===== src/rtl/data_ram_bridge_pkg.sv =====
// Shared definitions for the word-to-byte SRAM bridge.
// Holds bus widths, FSM encodings and lane ordering constants.
package data_ram_bridge_pkg;

  localparam int unsigned RegBus  = 32;
  localparam int unsigned ByteBus = 8;
  localparam int unsigned LaneNum = 4;
  localparam int unsigned LaneW   = 2;

  typedef enum logic [1:0] {
    StIdle,
    StIssue,
    StDrain,
    StDone
  } state_e;

  // Lanes are walked from the most significant byte down (big-endian).
  localparam logic [LaneW-1:0] LaneFirst = 2'd3;
  localparam logic [LaneW-1:0] LaneLast  = 2'd0;

  // Byte offset within the word for a given lane: lane 3 sits at +0.
  function automatic logic [LaneW-1:0] lane_offset(input logic [LaneW-1:0] lane);
    return LaneFirst - lane;
  endfunction

endpackage


===== src/rtl/mem_lane_pick.sv =====
// Priority encoder over pending byte lanes; the highest pending lane wins.
// Also flags whether any lane is pending and whether this is the final one.
module mem_lane_pick
  import data_ram_bridge_pkg::*;
(
  input  logic [LaneNum-1:0] pend_i,
  output logic [LaneW-1:0]   lane_o,
  output logic               any_o,
  output logic               last_o
);

  logic [LaneNum-1:0] pend_minus_one;

  always_comb begin
    lane_o = '0;
    // Later iterations override earlier ones, so the top pending lane wins.
    for (int i = 0; i < int'(LaneNum); i++) begin
      if (pend_i[i]) begin
        lane_o = LaneW'(i);
      end
    end
  end

  assign pend_minus_one = pend_i - LaneNum'(1);
  assign any_o          = |pend_i;
  assign last_o         = any_o && ((pend_i & pend_minus_one) == '0);

endmodule


===== src/rtl/data_ram_bridge.sv =====
// Splits a 32-bit core memory request into byte accesses on an 8-bit SRAM,
// one selected lane per cycle, big-endian, stalling the core until done.
module data_ram_bridge
  import data_ram_bridge_pkg::*;
(
  input  logic                clk,
  input  logic                rst,
  input  logic                ram_ce_i,
  input  logic                ram_we_i,
  input  logic [RegBus-1:0]   ram_addr_i,
  input  logic [LaneNum-1:0]  ram_sel_i,
  input  logic [RegBus-1:0]   ram_data_i,
  output logic [RegBus-1:0]   ram_data_o,
  output logic                stallreq_o,
  output logic                ext_ce_o,
  output logic                ext_we_o,
  output logic [RegBus-1:0]   ext_addr_o,
  output logic [ByteBus-1:0]  ext_data_o,
  input  logic [ByteBus-1:0]  ext_data_i
);

  state_e             state_q, state_d;
  logic               we_q, we_d;
  logic [RegBus-3:0]  addr_q, addr_d;
  logic [LaneNum-1:0] pend_q, pend_d;
  logic [RegBus-1:0]  wdata_q, wdata_d;
  logic [RegBus-1:0]  rdata_q, rdata_d;
  logic               cap_q, cap_d;
  logic [LaneW-1:0]   cap_lane_q, cap_lane_d;
  logic               first_q, first_d;
  logic               stall;

  logic [LaneW-1:0]   pick_lane;
  logic               pick_any;
  logic               pick_last;

  logic               unused_addr_lsb;
  assign unused_addr_lsb = ^ram_addr_i[1:0];

  mem_lane_pick u_lane_pick (
    .pend_i (pend_q),
    .lane_o (pick_lane),
    .any_o  (pick_any),
    .last_o (pick_last)
  );

  always_comb begin
    state_d    = state_q;
    we_d       = we_q;
    addr_d     = addr_q;
    pend_d     = pend_q;
    wdata_d    = wdata_q;
    rdata_d    = rdata_q;
    cap_d      = 1'b0;
    cap_lane_d = cap_lane_q;
    first_d    = first_q;
    stall      = 1'b0;
    ext_ce_o   = 1'b0;
    ext_we_o   = 1'b0;
    ext_addr_o = '0;
    ext_data_o = '0;

    // SRAM read data arrives the cycle after issue; first capture clears stale bytes.
    if (cap_q) begin
      if (first_q) begin
        rdata_d = '0;
      end
      rdata_d[{cap_lane_q, 3'b000} +: ByteBus] = ext_data_i;
      first_d = 1'b0;
    end

    unique case (state_q)
      StIdle: begin
        if (ram_ce_i) begin
          stall   = 1'b1;
          we_d    = ram_we_i;
          addr_d  = ram_addr_i[RegBus-1:2];
          pend_d  = ram_sel_i;
          wdata_d = ram_data_i;
          first_d = ~ram_we_i;
          state_d = (ram_sel_i == '0) ? StDone : StIssue;
        end
      end
      StIssue: begin
        stall      = 1'b1;
        ext_ce_o   = 1'b1;
        ext_we_o   = we_q;
        ext_addr_o = {addr_q, 2'b00} + RegBus'(lane_offset(pick_lane));
        ext_data_o = wdata_q[{pick_lane, 3'b000} +: ByteBus];
        pend_d[pick_lane] = 1'b0;
        cap_d      = ~we_q;
        cap_lane_d = pick_lane;
        if (pick_last || !pick_any) begin
          state_d = we_q ? StDone : StDrain;
        end
      end
      StDrain: begin
        stall   = 1'b1;
        state_d = StDone;
      end
      StDone: begin
        state_d = StIdle;
      end
      default: begin
        state_d = StIdle;
      end
    endcase
  end

  assign stallreq_o = stall & ~rst;
  assign ram_data_o = rdata_q;

  always_ff @(posedge clk) begin
    if (rst) begin
      state_q    <= StIdle;
      we_q       <= 1'b0;
      addr_q     <= '0;
      pend_q     <= '0;
      wdata_q    <= '0;
      rdata_q    <= '0;
      cap_q      <= 1'b0;
      cap_lane_q <= '0;
      first_q    <= 1'b0;
    end else begin
      state_q    <= state_d;
      we_q       <= we_d;
      addr_q     <= addr_d;
      pend_q     <= pend_d;
      wdata_q    <= wdata_d;
      rdata_q    <= rdata_d;
      cap_q      <= cap_d;
      cap_lane_q <= cap_lane_d;
      first_q    <= first_d;
    end
  end

endmodule


===== config.mk =====
export PLATFORM = sky130hd
export DESIGN_NAME = data_ram_bridge
export DESIGN_NICKNAME = d
export VERILOG_FILES = /design/src/rtl/data_ram_bridge_pkg.sv /design/src/rtl/mem_lane_pick.sv /design/src/rtl/data_ram_bridge.sv
export SDC_FILE = /design/constraint.sdc
export NUM_CORES = 1
export LEC_CHECK = 0
export CORE_ASPECT_RATIO = 1.4
export CORE_UTILIZATION = 41
export CTS_CLUSTER_DIAMETER = 120
export DETAILED_ROUTE_END_ITERATION = 10
export PLACE_DENSITY_LB_ADDON = 0.3
export SYNTH_ARGS = -nofsm -noshare
export SYNTH_HDL_FRONTEND = slang
export SYNTH_SLANG_ARGS = --single-unit

===== constraint.sdc =====
create_clock -name clk -period 1.5 [get_ports clk]
set_input_delay 0.3 -clock clk [delete_from_list [all_inputs] [get_ports clk]]
set_output_delay 0.3 -clock clk [all_outputs]
set_load 0.05 [all_outputs]

Yosys cells after proc, flatten, opt, wreduce, memory -nomap -nowiden
Index checks and enable logic that the tools add are counted.
- eq/ne operators: 5
- shifts and indexed selects: 3
- multiplexer cells: 24
- $add $sub $neg: 4
- reduce and logical (&&, ||, !) cells: 14
- $lt $le $gt $ge: 2
- bitwise operators: 8
- operators by type and width (operator ; number):
    2-to-1 mux 32 bit ; 3
    adder 32 x 2 -> 32 bit ; 1
    bitwise mux 32 bit ; 1
    variable shift 8 x 7 -> 32 bit (first input constant) ; 1
    indexed part select 32 x 6 -> 8 bit ; 1
    indexed part select 8 x 7 -> 32 bit ; 1
    2-to-1 mux 2 bit ; 5
    2-to-1 mux 1 bit ; 9
    bitwise AND 4 bit ; 2
    logical NOT 4 bit ; 2
    2-to-1 mux 8 bit ; 1
    case mux 2 bit (4 select lines) ; 1
    case mux 4 bit (2 select lines) ; 1
    negator 5 -> 7 bit ; 1
    AND reduction 2 bit ; 3
    equality test 2 bit (second input constant) ; 2
    2-to-1 mux 4 bit ; 1
    != test 2 bit (second input constant) ; 2
    NOT 1 bit ; 4
    NOT 4 bit ; 1
    OR reduction 2 bit ; 2
    OR reduction 4 bit ; 1
    subtractor 4 x 1 -> 4 bit (second input constant) ; 1
    < comparator 2 x 3 -> 1 bit (second input constant) ; 1
    11 further kinds ; 12
- output and inout bits: 75
- input bits: 80
- register bits: 105
- word-level logic and storage cells: 69

Depth between registers and ports, before layout
Gate-level depths: netlist of run 1.
- depth in word-level cells: 10
- mapped depth: 7
- depth with buffers taken out: 6

By module
A second synthesis of run 1 with hierarchy kept.
- cells, all modules: 522
- area total of the unflattened synthesis: 4468.0 um^2
- modules (own cells, without submodules) (module ; area an instance (um^2) ; instances ; seq. area each (um^2) ; cells an instance):
    data_ram_bridge ; 4401.7 ; 1 ; 2102.0 ; 514
    mem_lane_pick ; 66.3 ; 1 ; 0.0 ; 8

Least setup slack after synthesis of run 1
Ideal clock, no wire load.
- path kind: register to output
- start point: reg state_q[1]
- end point: out ext_addr_o[0]
- path buffers: 0
- arrival time: 2267 ps
- setup slack: -1067 ps
- required time: 1200 ps
- stages on the path, launching flop included: 4
- cell sequence: dfxtp_1 -> inv_1 -> ha_1 -> nor3b_1
- word-level cells in the longest chain between the ends: 2
- RTL lines (what ; RTL line ; RTL):
    start, declared ; data_ram_bridge.sv:22 ; state_e state_q, state_d;
    start signal, assigned ; data_ram_bridge.sv:115 ; state_q <= StIdle;
    start signal, assigned ; data_ram_bridge.sv:125 ; state_q <= state_d;
    equality test 2 x 1 -> 1 bit ; data_ram_bridge.sv:72 ; unique case (state_q)
    2-to-1 mux 32 bit ; data_ram_bridge.sv:72 ;
    end, declared ; data_ram_bridge.sv:17 ; output logic [RegBus-1:0] ext_addr_o,
Every way passes these cells.

Worst setup path in the final report of run 1
- start point: reg pend_q[1]
- end point: out ext_data_o[7]
- word-level cells in the longest chain between the ends: 5
- RTL lines (what ; RTL line ; RTL):
    start, declared ; data_ram_bridge.sv:25 ; logic [LaneNum-1:0] pend_q, pend_d;
    start signal, assigned ; data_ram_bridge.sv:128 ; pend_q <= pend_d;
    2-to-1 mux 1 bit ; mem_lane_pick.sv:18 ; if (pend_i[i]) begin
    2-to-1 mux 2 bit (2 in a row) ; mem_lane_pick.sv:18 ;
    indexed part select 32 x 6 -> 8 bit ; data_ram_bridge.sv:89 ; ext_data_o = wdata_q[{pick_lane, 3'b000} +: ByteBus];
    2-to-1 mux 8 bit ; data_ram_bridge.sv:72 ;
    end, declared ; data_ram_bridge.sv:18 ; output logic [ByteBus-1:0] ext_data_o,
Every way passes these cells.

==> impl_metrics.env, run 1 <==
export IMPL_die_x_um=89.7
export IMPL_max_slew_worst_pin_slew_ns=0.585
export IMPL_rsz0062_at_grt="true"
export IMPL_drt_pass1_iterations=5
export IMPL_p_sw_frac=0.357
export IMPL_fin_setup_tns_ns=-16.98
export IMPL_p_int_mw=6.90
export IMPL_slew_viol_final=0
export IMPL_cts_buffers_inserted=9
export IMPL_antenna_found_initial=1
export IMPL_r2r_cells=7
export IMPL_cp_arrival_ns=1.71
export IMPL_instances_no_fill=873
export IMPL_drt_initial_drc_count=194
export IMPL_clk_latency_ns=0.36
export IMPL_grt_pass1_vias=4518
export IMPL_num_io_pins=155
export IMPL_yosysUniqueCellTypes=37
export IMPL_clk_pin_slew_ns=0.07
export IMPL_routed_wl_um=16500
export IMPL_max_freq_ghz=0.497
export IMPL_violations="setup timing"
export IMPL_drt_wirelength_per_cell_um=18.9
export IMPL_synth_edff_count=0
export IMPL_endpoint_kind="output port"
export IMPL_p_leak_nw=3.36
export IMPL_required_ns=1.20
export IMPL_grt_max_degree=53
export IMPL_io_buffers=152
export IMPL_yosysSeqAreaShare=0.476
export IMPL_dpl_worst_slack_ns=-0.209
export IMPL_synth_ff_type="dfxtp_1"
export IMPL_yosysTopAreaCell="dfxtp_1"
export IMPL_drive_above_1_share=0.456
export IMPL_p_seq_frac=0.308
export IMPL_setup_ws_ns=-0.510
export IMPL_clock_skew_ns=0.0103
export IMPL_synthToLayoutAreaGrowth_pct=97.3
export IMPL_hold_buffers=0
export IMPL_ys_top_cells_by_area="dfxtp_1, nand2_1, a21oi_1, a22oi_1, and2_1"
export IMPL_clkPwrFrac=0.231
export IMPL_dp_hpwl_um=9330
export IMPL_die_h_um=125
export IMPL_grt_total_usage=0.243
export IMPL_vias=4772
export IMPL_cts_tree="built"
export IMPL_initial_core_util=0.425
export IMPL_grt_pass1_wl_um=21900
export IMPL_relSlewSlack=0.610
export IMPL_path_class="reg -> out"
export IMPL_switchingPower_mw=3.83
export IMPL_antenna_left=0
export IMPL_hp_class="in -> reg"
export IMPL_finalPower_mw=10.7
export IMPL_gp_routability_congestion=0.850
export IMPL_ff2ff_setup_slack_ns=-0.20
export IMPL_comb_power_share=0.461
export IMPL_cts_root_buf="clkbuf_16"
export IMPL_reg2reg_from="pend_q[1]$_SDFFE_PP0P_"
export IMPL_startpoint="pend_q[1]$_SDFFE_PP0P_"
export IMPL_ys_warn_count=0
export IMPL_yosysMostFrequentCell="nand2_1"
export IMPL_design_area_sq_um=8720
export IMPL_r2r_end="state_q[0]$_SDFFE_PP0P_"
export IMPL_cellPowerDensity_nw_per_um2=1230
export IMPL_place_inst=819
export IMPL_peakVddDrop_mv=0.852
export IMPL_yosys_register_bits=105
export IMPL_fin_crit_ns=2.01
export IMPL_final_hold_viol_count=0
export IMPL_dieArea_sq_um=11200
export IMPL_run_status="finished with violations"
export IMPL_cts_buffer_depth=2
export IMPL_worst_path_max_fanout=5
export IMPL_startpoint_type="register"
export IMPL_netlist_area_leader_share=0.476
export IMPL_synthArstFlopShare=0
export IMPL_vias_per_cell=5.47
export IMPL_drc=0
export IMPL_nets=817
export IMPL_syn_area_sq_um=4420
export IMPL_avgSynthCellArea_sq_um=8.15
export IMPL_cts_sinks=105
export IMPL_final_setup_viol_count=96
export IMPL_core_sq_um=10400
export IMPL_h_tree_depth=3
export IMPL_maxCapViolCount=0
export IMPL_period_share=1.34
export IMPL_grt_overflow=0
export IMPL_yosys_top_cells_count="nand2_1, dfxtp_1, a21oi_1"
export IMPL_place_area_sq_um=7170
export IMPL_core_rowCount=44
export IMPL_synthCells=542
export IMPL_cp_endpoint="ext_data_o[7]"
export IMPL_synth_fp_nets=630
-- kinds of logic after synthesis --
family | Yosys count | share of synthesized area
AO/OA/AOI/OAI | 125 | 0.173
AND/OR/NAND/NOR | 242 | 0.246
adder cells (fa/ha/maj) | 8 | 0.0227
multiplexers | 16 | 0.0362
flip-flops | 105 | 0.476
buffers and inverters | 46 | 0.0467
-- layout make-up --
class	count	area (sq um)
timing repair buffer	214	3150
sequential	105	2110
tap	138	173
inverter	8	45.0
multi-input combinational	391	2930
antenna	1	2.50
clock buffer	9	225
clock inverter	7	81.3
fill	497	1680
-- state kept, by name, summed over array words and instances, names as in the netlist --
name,cells
ram_data_o,32
addr_q,30
cap_lane_q,2
cap_q,1
wdata_q,32
we_q,1
state_q,2
first_q,1
pend_q,4
-- power by group through the flow --
stage | combinational (mW) | clock, mW | sequential (mW)
after floorplan | 2.03 | 0 | 3.36
after global routing | 5.16 | 2.62 | 3.33
final | 4.94 | 2.48 | 3.31
after detailed placement | 3.33 | 0 | 3.34
after CTS | 4.01 | 2.46 | 3.29
after global placement | 3.22 | 0 | 3.32
-- cells in the final DEF, fill, tap and decap left out, drive strengths merged, types with 2 or more instances in the layout --
| master | count |
|---|---|
| o31ai | 2 |
| nand2 | 139 |
| clkbuf | 15 |
| a211oi | 3 |
| ha | 8 |
| o211ai | 2 |
| nor3 | 4 |
| dfxtp | 105 |
| nand2b | 2 |
| a32oi | 2 |
| clkdlybuf4s50 | 76 |
| a22oi | 32 |
| nor2b | 11 |
| nor2 | 44 |
| a21oi | 68 |
| o21ai | 14 |
| and2 | 32 |
| nor4 | 2 |
| buf | 132 |
| nor3b | 4 |
| inv | 12 |
| mux2i | 16 |
-- critical path, cell delays in order (launching register included) --
cell and delay (ns):
dfxtp_4 0.39, buf_12 0.12, buf_4 0.12, mux2i_1 0.17, o21ai_1 0.07, mux2i_1 0.24, nor2b_4 0.08, buf_12 0.15
-- layer usage --
metal,up-vias,share of wire,GRT usage
met5,-,0,0
met4,0,0.045,0.136
met3,59,0.058,0.0488
met2,239,0.54,0.444
met1,2291,0.36,0.259
li1,2183,-,-
-- how the worst min path moves through the flow --
stage                 startpoint                       end  slack, ns  cells past startpoint
3_5_place_dp   we_q$_SDFFE_PP0N_          cap_q$_SDFF_PP0_       0.44                      1
4_1_cts                      rst   wdata_q[5]$_SDFFE_PP0N_       0.43                      3
6_report                     rst  wdata_q[25]$_SDFFE_PP0N_       0.46                      3
2_1_floorplan  we_q$_SDFFE_PP0N_          cap_q$_SDFF_PP0_       0.41                      1
5_1_grt                      rst   wdata_q[6]$_SDFFE_PP0N_       0.47                      3
3_3_place_gp   we_q$_SDFFE_PP0N_          cap_q$_SDFF_PP0_       0.43                      1
-- through the flow --
step,util,hold WS (ns)
2_1_floorplan,-,0.413
3_3_place_gp,0.690,0.430
3_5_place_dp,0.690,0.437
4_1_cts,0.759,0.426
5_1_grt,0.838,0.470
6_report,0.838,0.455
-- timing repair --
item / in CTS / in global routing
gates resized for setup: 35 / 167
gates cloned: 5 / 9
setup endpoints to repair: 60 / 126
pin swaps: 20 / 49
setup buffers: 18 / 9
Note: power is estimated with default switching activity, not from simulation.
==> run 2: changes to the inputs <==
--- a/config.mk
+++ b/config.mk
@@ -5,11 +5,14 @@
 export SDC_FILE = /design/constraint.sdc
 export NUM_CORES = 1
 export LEC_CHECK = 0
+export CELL_PAD_IN_SITES_DETAIL_PLACEMENT = 0
+export CELL_PAD_IN_SITES_GLOBAL_PLACEMENT = 2
 export CORE_ASPECT_RATIO = 1.4
-export CORE_UTILIZATION = 41
+export CORE_UTILIZATION = 23
 export CTS_CLUSTER_DIAMETER = 120
 export DETAILED_ROUTE_END_ITERATION = 10
 export PLACE_DENSITY_LB_ADDON = 0.3
+export RECOVER_POWER = 25
 export SYNTH_ARGS = -nofsm -noshare
 export SYNTH_HDL_FRONTEND = slang
 export SYNTH_SLANG_ARGS = --single-unit
==> run 2 against run 1 <==
  * Clock skew decreased by 0.0022 ns
  * First-iteration DRC count decreased by 27%
  * Highest routed layer unchanged
  * Routed wire length decreased by 9.3%
  * Die area increased by 77%
  * Sequential share of layout area increased by 2.5 points
  * Flip-flop and latch count unchanged
  * Clock power about the same
  * Core utilization decreased by 42 points
  * The run still ends with setup timing left
==> impl_metrics.env, run 2 (synthesis results as in run 1) <==
export IMPL_run_status="finished with violations"
export IMPL_violations="setup timing"
export IMPL_clk_pin_slew_ns=0.07
export IMPL_place_area_sq_um=7380
export IMPL_core_rowCount=59
export IMPL_ff2ff_setup_slack_ns=-0.13
export IMPL_final_hold_viol_count=0
export IMPL_die_x_um=119
export IMPL_vias=4374
export IMPL_nets=810
export IMPL_cts_buffers_inserted=9
export IMPL_final_cell_mix="nand2_1, dfxtp_1, clkdlybuf4s50_1"
export IMPL_cts_buffer_depth=2
export IMPL_grt_pass1_wl_um=23000
export IMPL_cp_arrival_ns=1.65
export IMPL_dieArea_sq_um=19800
export IMPL_synthToLayoutAreaGrowth_pct=78.8
export IMPL_dp_hpwl_um=10500
export IMPL_peakVddDrop_mv=0.688
export IMPL_p_leak_nw=2.97
export IMPL_endpoint_kind="output port"
export IMPL_cts_tree="built"
export IMPL_final_setup_viol_count=49
export IMPL_initial_core_util=0.237
export IMPL_clk_latency_ns=0.35
export IMPL_antenna_left=0
export IMPL_cellPowerDensity_nw_per_um2=1260
export IMPL_clock_skew_ns=0.00806
export IMPL_grt_total_usage=0.149
export IMPL_hold_buffers=0
export IMPL_core_sq_um=18700
export IMPL_h_tree_depth=3
export IMPL_instances_no_fill=971
export IMPL_finalPower_mw=9.98
export IMPL_drt_initial_drc_count=142
export IMPL_vias_per_cell=4.50
export IMPL_die_h_um=166
export IMPL_antenna_found_initial=0
export IMPL_fin_crit_ns=1.95
export IMPL_num_io_pins=155
export IMPL_relSlewSlack=0.667
export IMPL_cts_sinks=105
export IMPL_max_slew_worst_pin_slew_ns=0.499
export IMPL_drt_pass1_iterations=4
export IMPL_reg2reg_from="state_q[1]$_SDFFE_PP0P_"
export IMPL_setup_ws_ns=-0.449
export IMPL_rsz0062_at_grt="true"
export IMPL_startpoint="pend_q[1]$_SDFFE_PP0P_"
export IMPL_dpl_worst_slack_ns=-0.280
export IMPL_cp_endpoint="ext_data_o[1]"
export IMPL_maxCapViolCount=0
export IMPL_place_inst=932
export IMPL_diodes=0
export IMPL_startpoint_type="register"
export IMPL_required_ns=1.20
export IMPL_hp_class="in -> reg"
export IMPL_design_area_sq_um=7900
export IMPL_worst_path_max_fanout=5
export IMPL_fill_cells=1832
export IMPL_cts_root_buf="clkbuf_16"
export IMPL_routed_wl_um=15000
export IMPL_fin_setup_tns_ns=-15.73
export IMPL_drt_wirelength_per_cell_um=15.4
export IMPL_final_core_util=0.423
export IMPL_grt_max_degree=46
export IMPL_slew_viol_final=0
export IMPL_grt_pass1_vias=4454
export IMPL_r2r_end="pend_q[1]$_SDFFE_PP0P_"
export IMPL_path_class="reg -> out"
export IMPL_hp_start="rst"
export IMPL_whs_ns=0.442
export IMPL_gp_routability_congestion=0.761
export IMPL_max_freq_ghz=0.513
export IMPL_period_share=1.30
export IMPL_grt_overflow=0
export IMPL_final_common_cell="nand2_1"
export IMPL_drive_above_1_share=0.343
export IMPL_r2r_cells=10
export IMPL_drc=0
export IMPL_io_buffers=152
==> run 2: final cells by class <==
cell class / instances / area (sq um) / area share
clock buffers: 9 / 225 / 0.0285
repair buffers: 207 / 2560 / 0.324
flip-flops and latches: 105 / 2110 / 0.268
well taps: 244 / 305 / 0.0386
multi-input cells: 391 / 2580 / 0.326
clock inverters: 7 / 83.8 / 0.0106
inverters: 8 / 35.0 / 0.00443
==> run 2: worst min-delay path by stage <==
stage                                    to  slack, ns  depth (start not counted)
finish               addr_q[7]$_SDFFE_PP0N_       0.44                          3
global route        addr_q[25]$_SDFFE_PP0N_       0.47                          3
CTS                 addr_q[25]$_SDFFE_PP0N_       0.45                          3
detailed placement         cap_q$_SDFF_PP0_       0.44                          1
global placement     addr_q[6]$_SDFFE_PP0N_       0.44                          2
floorplan                  cap_q$_SDFF_PP0_       0.41                          1
==> run 2: worst max-delay path: stages, from the launching register on <==
cell	delay (ns)
dfxtp_4	0.38
buf_12	0.15
mux2i_4	0.25
o21ai_2	0.08
mux2i_2	0.21
nor2b_4	0.08
buf_12	0.15
==> run 2: what timing repair did <==
| item | CTS | global route |
|---|---|---|
| gates cloned | 4 | 3 |
| buffers inserted | 13 | 8 |
| setup endpoints to repair | 64 | 133 |
| pin swaps | 14 | 14 |
| resized for setup | 54 | 43 |
==> run 2: where the power goes <==
group | total, mW | switching [mW] | internal, mW
registers | 3.31 | 0.225 | 3.09
logic | 4.20 | 2.04 | 2.16
clock network | 2.47 | 1.14 | 1.33
==> run 2: per-layer routing <==
layer	up-vias	global-route usage	share of wire
met5	-	0	0
met4	0	0.0660	0.024
met3	21	0.0175	0.033
met2	114	0.287	0.56
met1	2069	0.158	0.39
li1	2170	-	-
==> run 3: changes to the inputs <==
--- a/config.mk
+++ b/config.mk
@@ -9,7 +9,6 @@
 export CELL_PAD_IN_SITES_GLOBAL_PLACEMENT = 2
 export CORE_ASPECT_RATIO = 1.4
 export CORE_UTILIZATION = 23
-export CTS_CLUSTER_DIAMETER = 120
 export DETAILED_ROUTE_END_ITERATION = 10
 export PLACE_DENSITY_LB_ADDON = 0.3
 export RECOVER_POWER = 25
==> results of run 3 <==
Final layout, timing and power as in run 2 (identical DEF).
